[src/rtl/alu_issue_stage_if.sv]
`default_nettype none
// +-----------------------------------------------------------------------+
// | alu_issue_stage_if: issue, ALU-control and writeback bundle            |
// | Revision 1.0                                                            |
// +-----------------------------------------------------------------------+
interface alu_issue_stage_if #(
    parameter int XLEN = 32
);
    logic            in_valid;
    logic            in_ready;
    logic [31:0]     in_instr;
    logic [XLEN-1:0] in_rs1;
    logic [XLEN-1:0] in_rs2;
    logic [XLEN-1:0] alu_A;
    logic [XLEN-1:0] alu_B;
    logic [2:0]      alu_ALUOp;
    logic [4:0]      alu_shamt;
    logic [6:0]      alu_funct7;
    logic [XLEN-1:0] alu_Result;
    logic            alu_Zero;
    logic            out_valid;
    logic            out_ready;
    logic [4:0]      out_rd;
    logic            out_we;
    logic [XLEN-1:0] out_result;
    logic            out_zero;
    logic            out_illegal;

    // master: decoder/ALU/writeback environment around the stage
    modport master (
        output in_valid, in_instr, in_rs1, in_rs2, alu_Result, alu_Zero, out_ready,
        input  in_ready, alu_A, alu_B, alu_ALUOp, alu_shamt, alu_funct7,
               out_valid, out_rd, out_we, out_result, out_zero, out_illegal
    );

    // slave: the issue stage itself
    modport slave (
        input  in_valid, in_instr, in_rs1, in_rs2, alu_Result, alu_Zero, out_ready,
        output in_ready, alu_A, alu_B, alu_ALUOp, alu_shamt, alu_funct7,
               out_valid, out_rd, out_we, out_result, out_zero, out_illegal
    );
endinterface
`default_nettype wire

[src/rtl/alu_issue_stage.sv]
`default_nettype none
// +-----------------------------------------------------------------------+
// | alu_issue_stage: two-entry RV32I OP/OP-IMM issue and retire pipeline   |
// | Revision 1.0                                                            |
// +-----------------------------------------------------------------------+
module alu_issue_stage #(
    parameter int          XLEN     = 32,
    parameter int unsigned RESET_PC = 0
) (
    input  wire logic         clk,
    input  wire logic         rst_n,
    alu_issue_stage_if.slave  bus
);
    localparam logic [6:0] OPC_OP    = 7'b0110011;
    localparam logic [6:0] OPC_OPIMM = 7'b0010011;
    localparam logic [6:0] F7_ZERO   = 7'b0000000;
    localparam logic [6:0] F7_ALT    = 7'b0100000;

    // No PC logic lives here; a non-zero reset PC has no effect.
    if (RESET_PC != 0) begin : g_reset_pc_ignored
    end

    logic [6:0]      opcode;
    logic [2:0]      funct3;
    logic [6:0]      funct7;
    logic [2:0]      aluop_map;
    logic            dec_legal;
    logic [XLEN-1:0] dec_a;
    logic [XLEN-1:0] dec_b;
    logic [2:0]      dec_aluop;
    logic [4:0]      dec_shamt;
    logic [6:0]      dec_funct7;

    logic            s1_valid_q, s1_valid_d;
    logic [XLEN-1:0] alu_a_q, alu_b_q;
    logic [2:0]      alu_aluop_q;
    logic [4:0]      alu_shamt_q;
    logic [6:0]      alu_funct7_q;
    logic [4:0]      s1_rd_q;
    logic            s1_we_q, s1_illegal_q;

    logic            out_valid_q, out_valid_d;
    logic [4:0]      out_rd_q;
    logic            out_we_q, out_zero_q, out_illegal_q;
    logic [XLEN-1:0] out_result_q;

    logic            s2_free, s1_adv, in_ready, accept;

    assign opcode = bus.in_instr[6:0];
    assign funct3 = bus.in_instr[14:12];
    assign funct7 = bus.in_instr[31:25];

    always_comb begin
        aluop_map = 3'b000;
        case (funct3)
            3'b000:  aluop_map = 3'b000;
            3'b111:  aluop_map = 3'b001;
            3'b110:  aluop_map = 3'b010;
            3'b100:  aluop_map = 3'b011;
            3'b001:  aluop_map = 3'b100;
            3'b101:  aluop_map = 3'b101;
            3'b010:  aluop_map = 3'b110;
            default: aluop_map = 3'b111;
        endcase
    end

    always_comb begin
        dec_legal  = 1'b0;
        dec_a      = '0;
        dec_b      = '0;
        dec_aluop  = 3'b000;
        dec_shamt  = 5'd0;
        dec_funct7 = 7'd0;
        if (opcode == OPC_OP) begin
            dec_legal = (funct7 == F7_ZERO) ||
                        ((funct7 == F7_ALT) && ((funct3 == 3'b000) || (funct3 == 3'b101)));
        end else if (opcode == OPC_OPIMM) begin
            case (funct3)
                3'b001:  dec_legal = (funct7 == F7_ZERO);
                3'b101:  dec_legal = (funct7 == F7_ZERO) || (funct7 == F7_ALT);
                default: dec_legal = 1'b1;
            endcase
        end
        // Illegal encodings leave every ALU control at zero.
        if (dec_legal) begin
            dec_a     = bus.in_rs1;
            dec_aluop = aluop_map;
            if (opcode == OPC_OP) begin
                dec_b      = bus.in_rs2;
                dec_shamt  = bus.in_rs2[4:0];
                dec_funct7 = funct7;
            end else begin
                dec_b     = {{(XLEN-12){bus.in_instr[31]}}, bus.in_instr[31:20]};
                dec_shamt = bus.in_instr[24:20];
                // Only shifts carry funct7; ADDI must never turn into a subtract.
                dec_funct7 = ((funct3 == 3'b001) || (funct3 == 3'b101)) ? funct7 : F7_ZERO;
            end
        end
    end

    assign s2_free  = !out_valid_q || bus.out_ready;
    assign s1_adv   = s1_valid_q && s2_free;
    assign in_ready = !s1_valid_q || s2_free;
    assign accept   = bus.in_valid && in_ready;

    assign s1_valid_d  = accept ? 1'b1 : (s1_adv ? 1'b0 : s1_valid_q);
    assign out_valid_d = s1_adv ? 1'b1 : (bus.out_ready ? 1'b0 : out_valid_q);

    always_ff @(posedge clk) begin
        if (!rst_n) begin
            s1_valid_q   <= 1'b0;
            alu_a_q      <= '0;
            alu_b_q      <= '0;
            alu_aluop_q  <= 3'b000;
            alu_shamt_q  <= 5'd0;
            alu_funct7_q <= 7'd0;
            s1_rd_q      <= 5'd0;
            s1_we_q      <= 1'b0;
            s1_illegal_q <= 1'b0;
        end else begin
            s1_valid_q <= s1_valid_d;
            if (accept) begin
                alu_a_q      <= dec_a;
                alu_b_q      <= dec_b;
                alu_aluop_q  <= dec_aluop;
                alu_shamt_q  <= dec_shamt;
                alu_funct7_q <= dec_funct7;
                s1_rd_q      <= bus.in_instr[11:7];
                s1_we_q      <= dec_legal && (bus.in_instr[11:7] != 5'd0);
                s1_illegal_q <= !dec_legal;
            end
        end
    end

    always_ff @(posedge clk) begin
        if (!rst_n) begin
            out_valid_q   <= 1'b0;
            out_rd_q      <= 5'd0;
            out_we_q      <= 1'b0;
            out_result_q  <= '0;
            out_zero_q    <= 1'b0;
            out_illegal_q <= 1'b0;
        end else begin
            out_valid_q <= out_valid_d;
            if (s1_adv) begin
                out_rd_q      <= s1_rd_q;
                out_we_q      <= s1_we_q;
                out_result_q  <= s1_illegal_q ? '0 : bus.alu_Result;
                out_zero_q    <= s1_illegal_q ? 1'b0 : bus.alu_Zero;
                out_illegal_q <= s1_illegal_q;
            end
        end
    end

    assign bus.in_ready    = in_ready;
    assign bus.alu_A       = alu_a_q;
    assign bus.alu_B       = alu_b_q;
    assign bus.alu_ALUOp   = alu_aluop_q;
    assign bus.alu_shamt   = alu_shamt_q;
    assign bus.alu_funct7  = alu_funct7_q;
    assign bus.out_valid   = out_valid_q;
    assign bus.out_rd      = out_rd_q;
    assign bus.out_we      = out_we_q;
    assign bus.out_result  = out_result_q;
    assign bus.out_zero    = out_zero_q;
    assign bus.out_illegal = out_illegal_q;
endmodule
`default_nettype wire

[src/flat_wrapper.sv]
// flat-port wrapper written by rule: the top's interface ports become plain ports
module alu_issue_stage_flat 
#(
    parameter int          XLEN     = 32,
    parameter int unsigned RESET_PC = 0
)
  (clk, rst_n, bus_in_valid, bus_in_instr, bus_in_rs1, bus_in_rs2, bus_alu_Result, bus_alu_Zero, bus_out_ready, bus_in_ready, bus_alu_A, bus_alu_B, bus_alu_ALUOp, bus_alu_shamt, bus_alu_funct7, bus_out_valid, bus_out_rd, bus_out_we, bus_out_result, bus_out_zero, bus_out_illegal);
  alu_issue_stage_if #(.XLEN(XLEN)) bus_i ();
  input  wire logic clk;
  input  wire logic rst_n;
  input wire logic [$bits(bus_i.in_valid)-1:0] bus_in_valid;
  input wire logic [$bits(bus_i.in_instr)-1:0] bus_in_instr;
  input wire logic [$bits(bus_i.in_rs1)-1:0] bus_in_rs1;
  input wire logic [$bits(bus_i.in_rs2)-1:0] bus_in_rs2;
  input wire logic [$bits(bus_i.alu_Result)-1:0] bus_alu_Result;
  input wire logic [$bits(bus_i.alu_Zero)-1:0] bus_alu_Zero;
  input wire logic [$bits(bus_i.out_ready)-1:0] bus_out_ready;
  output wire logic [$bits(bus_i.in_ready)-1:0] bus_in_ready;
  output wire logic [$bits(bus_i.alu_A)-1:0] bus_alu_A;
  output wire logic [$bits(bus_i.alu_B)-1:0] bus_alu_B;
  output wire logic [$bits(bus_i.alu_ALUOp)-1:0] bus_alu_ALUOp;
  output wire logic [$bits(bus_i.alu_shamt)-1:0] bus_alu_shamt;
  output wire logic [$bits(bus_i.alu_funct7)-1:0] bus_alu_funct7;
  output wire logic [$bits(bus_i.out_valid)-1:0] bus_out_valid;
  output wire logic [$bits(bus_i.out_rd)-1:0] bus_out_rd;
  output wire logic [$bits(bus_i.out_we)-1:0] bus_out_we;
  output wire logic [$bits(bus_i.out_result)-1:0] bus_out_result;
  output wire logic [$bits(bus_i.out_zero)-1:0] bus_out_zero;
  output wire logic [$bits(bus_i.out_illegal)-1:0] bus_out_illegal;
  assign bus_i.in_valid = bus_in_valid;
  assign bus_i.in_instr = bus_in_instr;
  assign bus_i.in_rs1 = bus_in_rs1;
  assign bus_i.in_rs2 = bus_in_rs2;
  assign bus_i.alu_Result = bus_alu_Result;
  assign bus_i.alu_Zero = bus_alu_Zero;
  assign bus_i.out_ready = bus_out_ready;
  assign bus_in_ready = bus_i.in_ready;
  assign bus_alu_A = bus_i.alu_A;
  assign bus_alu_B = bus_i.alu_B;
  assign bus_alu_ALUOp = bus_i.alu_ALUOp;
  assign bus_alu_shamt = bus_i.alu_shamt;
  assign bus_alu_funct7 = bus_i.alu_funct7;
  assign bus_out_valid = bus_i.out_valid;
  assign bus_out_rd = bus_i.out_rd;
  assign bus_out_we = bus_i.out_we;
  assign bus_out_result = bus_i.out_result;
  assign bus_out_zero = bus_i.out_zero;
  assign bus_out_illegal = bus_i.out_illegal;
  alu_issue_stage #(.XLEN(XLEN), .RESET_PC(RESET_PC)) u_core (.clk(clk), .rst_n(rst_n), .bus(bus_i));
endmodule
[config.mk]
export PLATFORM = sky130hd
export DESIGN_NAME = alu_issue_stage_flat
export DESIGN_NICKNAME = d
export VERILOG_FILES = /design/src/rtl/alu_issue_stage_if.sv /design/src/rtl/alu_issue_stage.sv /design/src/flat_wrapper.sv
export SDC_FILE = /design/constraint.sdc
export NUM_CORES = 1
export LEC_CHECK = 0
export CAP_MARGIN = 20
export CORE_UTILIZATION = 44
export DETAILED_ROUTE_END_ITERATION = 10
export GPL_TIMING_DRIVEN = 0
export HOLD_SLACK_MARGIN = 0.02
export PLACE_DENSITY = 0.83
export SLEW_MARGIN = 20
export SYNTH_ARGS = -nofsm -noshare
export SYNTH_HDL_FRONTEND = slang
export SYNTH_SLANG_ARGS = --single-unit
export TNS_END_PERCENT = 5
[constraint.sdc]
create_clock -name clk -period 4.6 [get_ports clk]
set_clock_uncertainty 0.1 [all_clocks]
set_input_delay 0.46 -clock clk [delete_from_list [all_inputs] [get_ports clk]]
set_output_delay 0.46 -clock clk [all_outputs]
set_load 0.005 [all_outputs]
# Word-level counts from Yosys, hierarchy flattened
# Cells that the tools add are included.
[totals]
in_bits = 133
elab_cells = 61
regBits = 128
output_inout_bits = 121
[classes]
reduce_logical = 18
mux = 19
n_eq_ne = 9
[op_table]
columns = ["op", "count"]
rows = [
  ["2-to-1 mux 32 bit", 4],
  ["2-to-1 mux 7 bit", 3],
  ["one-hot mux 3 bit (7 select lines)", 1],
  ["== test 7 x 6 -> 1 bit, second input constant", 2],
  ["== test 3 bit, second input constant", 4],
  ["2-to-1 mux 5 bit", 2],
  ["== test 7 x 5 -> 1 bit, second input constant", 1],
  ["zero test 7 bit", 1],
  ["2-to-1 mux 1 bit", 7],
  ["logical OR 1 bit", 6],
  ["nonzero test 5 bit", 1],
  ["logical AND 1 bit", 4],
  ["nonzero test 2 bit", 2],
  ["== test 3 x 1 -> 1 bit, second input constant", 1],
  ["== test 3 x 2 -> 1 bit, second input constant", 1],
  ["zero test 1 bit", 3],
  ["zero test 3 bit", 1],
  ["2-to-1 mux 3 bit", 1],
  ["one-hot mux 1 bit (2 select lines)", 1],
]

# Logic depth before layout (Yosys ltp)
[depth]
ltp_word = 6
mapped_depth = 6
ltp_nobuf = 4

# Worst setup path before layout
# Ideal clock, no wire load.
[synth_path]
path_type = "input-to-reg"
startpoint = "input bus_in_instr[25]"
endpoint = "register u_core.s1_illegal_q"
required_ns = 4.381
n_path_buf = 1
t_arrival_ns = 1.736
slack_ns = 2.645
setup_ns = 0.119
path_stages = 5
cell_sequence = "or4_4 o32ai_4 nand3_4 buf_6 o221a_1"
[synth_via]
elab_chain_cells = 6
word_cells_on_any_way = 9
[synth_rtl]
columns = ["element", "line", "source"]
rows = [
  ["start, declared", "flat_wrapper.sv:12", "input wire logic [$bits(bus_i.in_instr)-1:0] bus_in_instr;"],
  ["== test 7 x 6 -> 1 bit / zero test 7 bit (equally long branches)", "n/a", ""],
  ["logical OR 1 bit", "alu_issue_stage.sv:80", "3'b101: dec_legal = (funct7 == F7_ZERO) || (funct7 == F7_ALT);"],
  ["one-hot mux 1 bit (2 select lines)", "alu_issue_stage.sv:78", "case (funct3)"],
  ["2-to-1 mux 1 bit", "alu_issue_stage.sv:77", "end else if (opcode == OPC_OPIMM) begin"],
  ["2-to-1 mux 1 bit *", "alu_issue_stage.sv:74", "if (opcode == OPC_OP) begin"],
  ["zero test 1 bit *", "alu_issue_stage.sv:130", "s1_illegal_q <= !dec_legal;"],
  ["end signal, assigned", "alu_issue_stage.sv:130", ""],
  ["end, declared", "alu_issue_stage.sv:40", "logic s1_we_q, s1_illegal_q;"],
]
# Every way passes the cells marked *; elsewhere a longest branch is shown, timed or not.
# A chain may end at the register's enable or synchronous reset.

# Final worst setup path
[layout_path]
startpoint = "input bus_in_instr[3]"
endpoint = "register u_core.alu_a_q[25] (netlist: u_core.bus.alu_A[25])"
[layout_via]
elab_chain_cells = 4
word_cells_on_any_way = 5
[layout_rtl]
columns = ["element", "line", "source"]
rows = [
  ["== test 7 x 5 -> 1 bit", "alu_issue_stage.sv:77", ""],
  ["2-to-1 mux 1 bit", "alu_issue_stage.sv:77", ""],
  ["2-to-1 mux 1 bit *", "alu_issue_stage.sv:74", ""],
  ["2-to-1 mux 32 bit *", "alu_issue_stage.sv:85", "if (dec_legal) begin"],
  ["end signal, assigned", "alu_issue_stage.sv:112", "alu_a_q <= '0;"],
  ["end signal, assigned", "alu_issue_stage.sv:123", "alu_a_q <= dec_a;"],
  ["end, declared", "alu_issue_stage.sv:35", "logic [XLEN-1:0] alu_a_q, alu_b_q;"],
]
# Marks and branches as above.

==> results.txt <==
In this design, the largest share of critical-path delay is due to buffers and inverters. The achievable clock frequency is 412 MHz. The layout overhead on the synthesized area is 61.5%.

The total power divided by cell area came out at 318 nW/µm². The signal on the critical path passes through clkdlybuf4s50_1, nor4b_2, and3_1, nand3_1, buf_2, buf_2, o31ai_2. TritonCTS built the clock tree. The endpoint identified for the worst register-to-register timing path is u_core.bus.alu_A[25].

The largest total area in the synthesized netlist belongs to dfxtp_1. The standard-cell row count is 39. The half-perimeter wire length of the detailed placement result is 12,200 µm. The critical path in this run is classified as input pin to flop. Summing every instance area after synthesis gives 5270 µm².

The final antenna-violating net count is 0. The depth of the worst register-to-register path is 6. The period utilization came out at 52.7%. The clock passes through at most 2 buffers. The share of synthesized area in the top cell type comes to 46.7%. The final RePlAce weighted congestion came out at between 0.8 and 0.9.

Setup repair after global routing left no endpoint under its margin. The warning count from the yosys run came out at 0. The met2 track demand over resource is 47.0%. The root buffer cell chosen for the clock tree is clkbuf_16. Once the floorplan was initialized, standard cells occupied 45.6% of the core. The cell seen most often among critical-path stages is buf_2.

The total inserted antenna cells is 0. After clock tree synthesis, the setup repair step added 0 buffers. The final route contains around 4,900 vias. CTS saw 123 sinks. The static leakage came out at between 3 and 4 nW. The worst hold path cell count is 2. The routed via count divided by cell count came out at 5.09. The critical path's largest stage delay came out at 0.44 ns. The clock transition at the registers of the reported paths is 0.05 ns. The wire length of the first global-routing pass is approximately 25,000 µm. The largest net degree at the start of global routing is 17.

The synthesized flop and latch total came out at 123. The number of port buffers came out at 248. For hold timing, the worst endpoint is u_core.bus.out_result[26]. Among all stages on the critical path, the largest delay is contributed by nor4b_2. The die is 111 µm wide.

The finished cells cover 8510 µm². The post-route DRC violation count came out at 18. The sequential cell area came out at about 2500 µm². The category of the worst setup path capture point is a flop. The startpoint identified for the worst register-to-register timing path is u_core.bus.out_valid. The final layout net count is 941. A synthesized cell averages 9.74 µm².

The number of endpoints failing setup at the final stage came out at 0. The die area is approximately 12,000 µm². The number of search-and-repair iterations in the first detailed-routing pass came out at 8. The post-synth net total is 674. The wire length reported by the detailed router came out at around 16,000 µm. The sequential cell area fraction in the yosys report is a little under half.

The number of buffers inserted during clock tree synthesis came out at 17. The multi-input combinational cells in the finished layout cover a total of between 2000 and 2500 µm². The combined buffer and inverter count along the critical path came out at 3. The number of antenna violations at the first check in global routing came to 0.

The gate count of the mapped netlist is 541. The count of final max-slew check failures came out at 0. The worst-path maximum fanout is 10. The routed wire length per instance is 16.5 µm. The source-to-sink clock delay at the later pin of the worst-skew pair came out at 0.41 ns. Global routing consumed, on the met3 layer, 11.5% of the routing resources. The I/O pin count is about 250. The number of instances resized during post-cts repair came out at 0.

For this run, the total global-route usage over all layers was measured as 26.1%. The layout has 849 filler cells. After detailed placement, the total cell area comes to 7930 µm².

In the post-synthesis netlist, the biggest area contributors are dfxtp_1, o31ai_2, nand2_1, nand3b_1, a21boi_1. Counting distinct cell types in the post-synthesis netlist gives 31. The sum of negative setup slack came out at 0 ns. Across the run, the number of max-cap violations was 0.

The type of the worst min-delay path is flop to flop. The startpoint of the lowest-slack hold path is u_core.bus.out_result[26]. Global routing consumed, on the met1 layer, between 20% and 30% of the routing resources. The number of H-tree levels came out at 4. The setup slack on the worst flop-to-flop path came out at 2.44 ns. The checks that failed: DRC.

The slew at the pin with the worst max-slew slack is roughly 0.68 ns. The number of hold buffers added after CTS came out at 0. The run finished, with violations left.

The chip height is 111 µm. In the layout the commonest cells are clkdlybuf4s50_1, dfxtp_1, nand2_1. The area of the placeable core is 11,600 µm². After global routing, the most crowded layer is met2.

The via count of the first global-routing pass is 5,102. The worst ir drop on vdd is 0.248 mV. The element type at the critical path start is an input pin. After global routing the overflow that remains totals 0. The relative max-transition margin came out at 54.9%. The clock period minus worst slack is 2.43 ns. The number of DRC markers after the initial detailed-route iteration came out at 247. The ratio of cells with drive above 1 in the final layout is 14.6%.

The count of endpoints failing hold in the final timing report is 0. Data on the critical path arrives at its endpoint at 2.65 ns. The library cell used most frequently in the layout, excluding fill and tap cells, is clkdlybuf4s50_1.

At the worst endpoint, the required time is 4.82 ns.
[worst max path at each step]
stage	from	endpoint	slack, ns	depth (start not counted)
after floorplan	bus_in_instr[25]	u_core.s1_illegal_q	2.65	5
after detailed placement	bus_in_instr[3]	u_core.bus.alu_A[25]	1.70	7
after CTS	bus_in_instr[3]	u_core.bus.alu_A[25]	2.15	7
after global routing	bus_in_instr[3]	u_core.bus.alu_A[25]	2.04	7
after global placement	bus_in_instr[3]	u_core.bus.alu_A[12]	1.78	7
final	bus_in_instr[3]	u_core.bus.alu_A[25]	2.17	7
[sequential cells by signal (all words and copies together), names as in the netlist]
register                count
u_core.s1_rd_q              5
u_core.s1_valid_q           1
u_core.bus.out_rd           5
u_core.bus.out_zero         1
u_core.bus.alu_funct7       7
u_core.bus.alu_A           32
u_core.bus.alu_B           28
u_core.s1_we_q              1
u_core.bus.out_result      32
u_core.bus.out_we           1
u_core.bus.alu_shamt        4
u_core.bus.alu_ALUOp        3
u_core.bus.out_valid        1
u_core.s1_illegal_q         1
u_core.bus.out_illegal      1
[metal layers]
| layer | vias up | routed length, µm |
|---|---|---|
| li1 | 2385 | - |
| met1 | 2287 | 5850 |
| met2 | 206 | 8130 |
| met3 | 24 | 1600 |
| met4 | 0 | 280 |
| met5 | - | 0 |
[cells in the mapped netlist]
master,n
or4_1,1
nand2b_1,1
and2_1,6
o32ai_4,1
and4_1,1
nor2b_1,9
mux2i_1,17
a21oi_1,23
nand3_1,2
buf_4,8
nor4b_2,1
o31ai_2,69
nand3b_1,34
a21boi_1,24
o221a_1,1
nand3_4,1
buf_6,4
dfxtp_1,123
a21boi_0,18
buf_2,8
o21a_1,1
inv_1,35
o21ai_0,2
nand2_1,117
o211ai_1,1
or4_4,1
buf_1,1
a41oi_1,1
and3_1,1
clkbuf_1,28
a21oi_4,1
[cell families after synthesis]
family / after synthesis / share of synthesized area [%]
mux: 17 / 3.23
buf+inv: 84 / 7.31
simple gates: 175 / 16.5
flops: 123 / 46.7
compound gates: 142 / 26.2
[power by group]
part | total (mW) | leakage (nW) | internal [mW] | switching (mW)
combinational | 0.295 | 1.84 | 0.166 | 0.129
sequential | 1.10 | 0.995 | 1.08 | 0.0107
clock | 1.32 | 0.282 | 0.861 | 0.455
[through the flow]
| stage | setup WS [ns] | cells | power (mW) | hold WS [ns] | utilization, % |
|---|---|---|---|---|---|
| 4_1_cts | 2.15 | 964 | 2.73 | 0.349 | 73.6 |
| 2_1_floorplan | 2.65 | 541 | 1.23 | 0.335 | - |
| 6_report | 2.17 | 964 | 2.71 | 0.347 | 73.6 |
| 5_1_grt | 2.04 | 964 | 2.80 | 0.369 | 73.6 |
| 3_3_place_gp | 1.78 | 932 | 1.40 | 0.337 | 68.6 |
| 3_5_place_dp | 1.70 | 932 | 1.41 | 0.342 | 68.6 |
[worst min-delay path, cell delays in order (launching register included)]
cell and delay (ns):
dfxtp_1 0.30, nand2_1 0.05, a21boi_1 0.05
[cell type report]
type	instances	area share [%]
timing repair buffer	248	29.2
sequential	123	28.9
multi-input combinational	334	28.5
clock buffer	24	5.42
buffer	49	2.98
tap	143	2.10
inverter	35	1.54
clock inverter	8	1.38
Note: power is estimated with default switching activity, not from simulation.
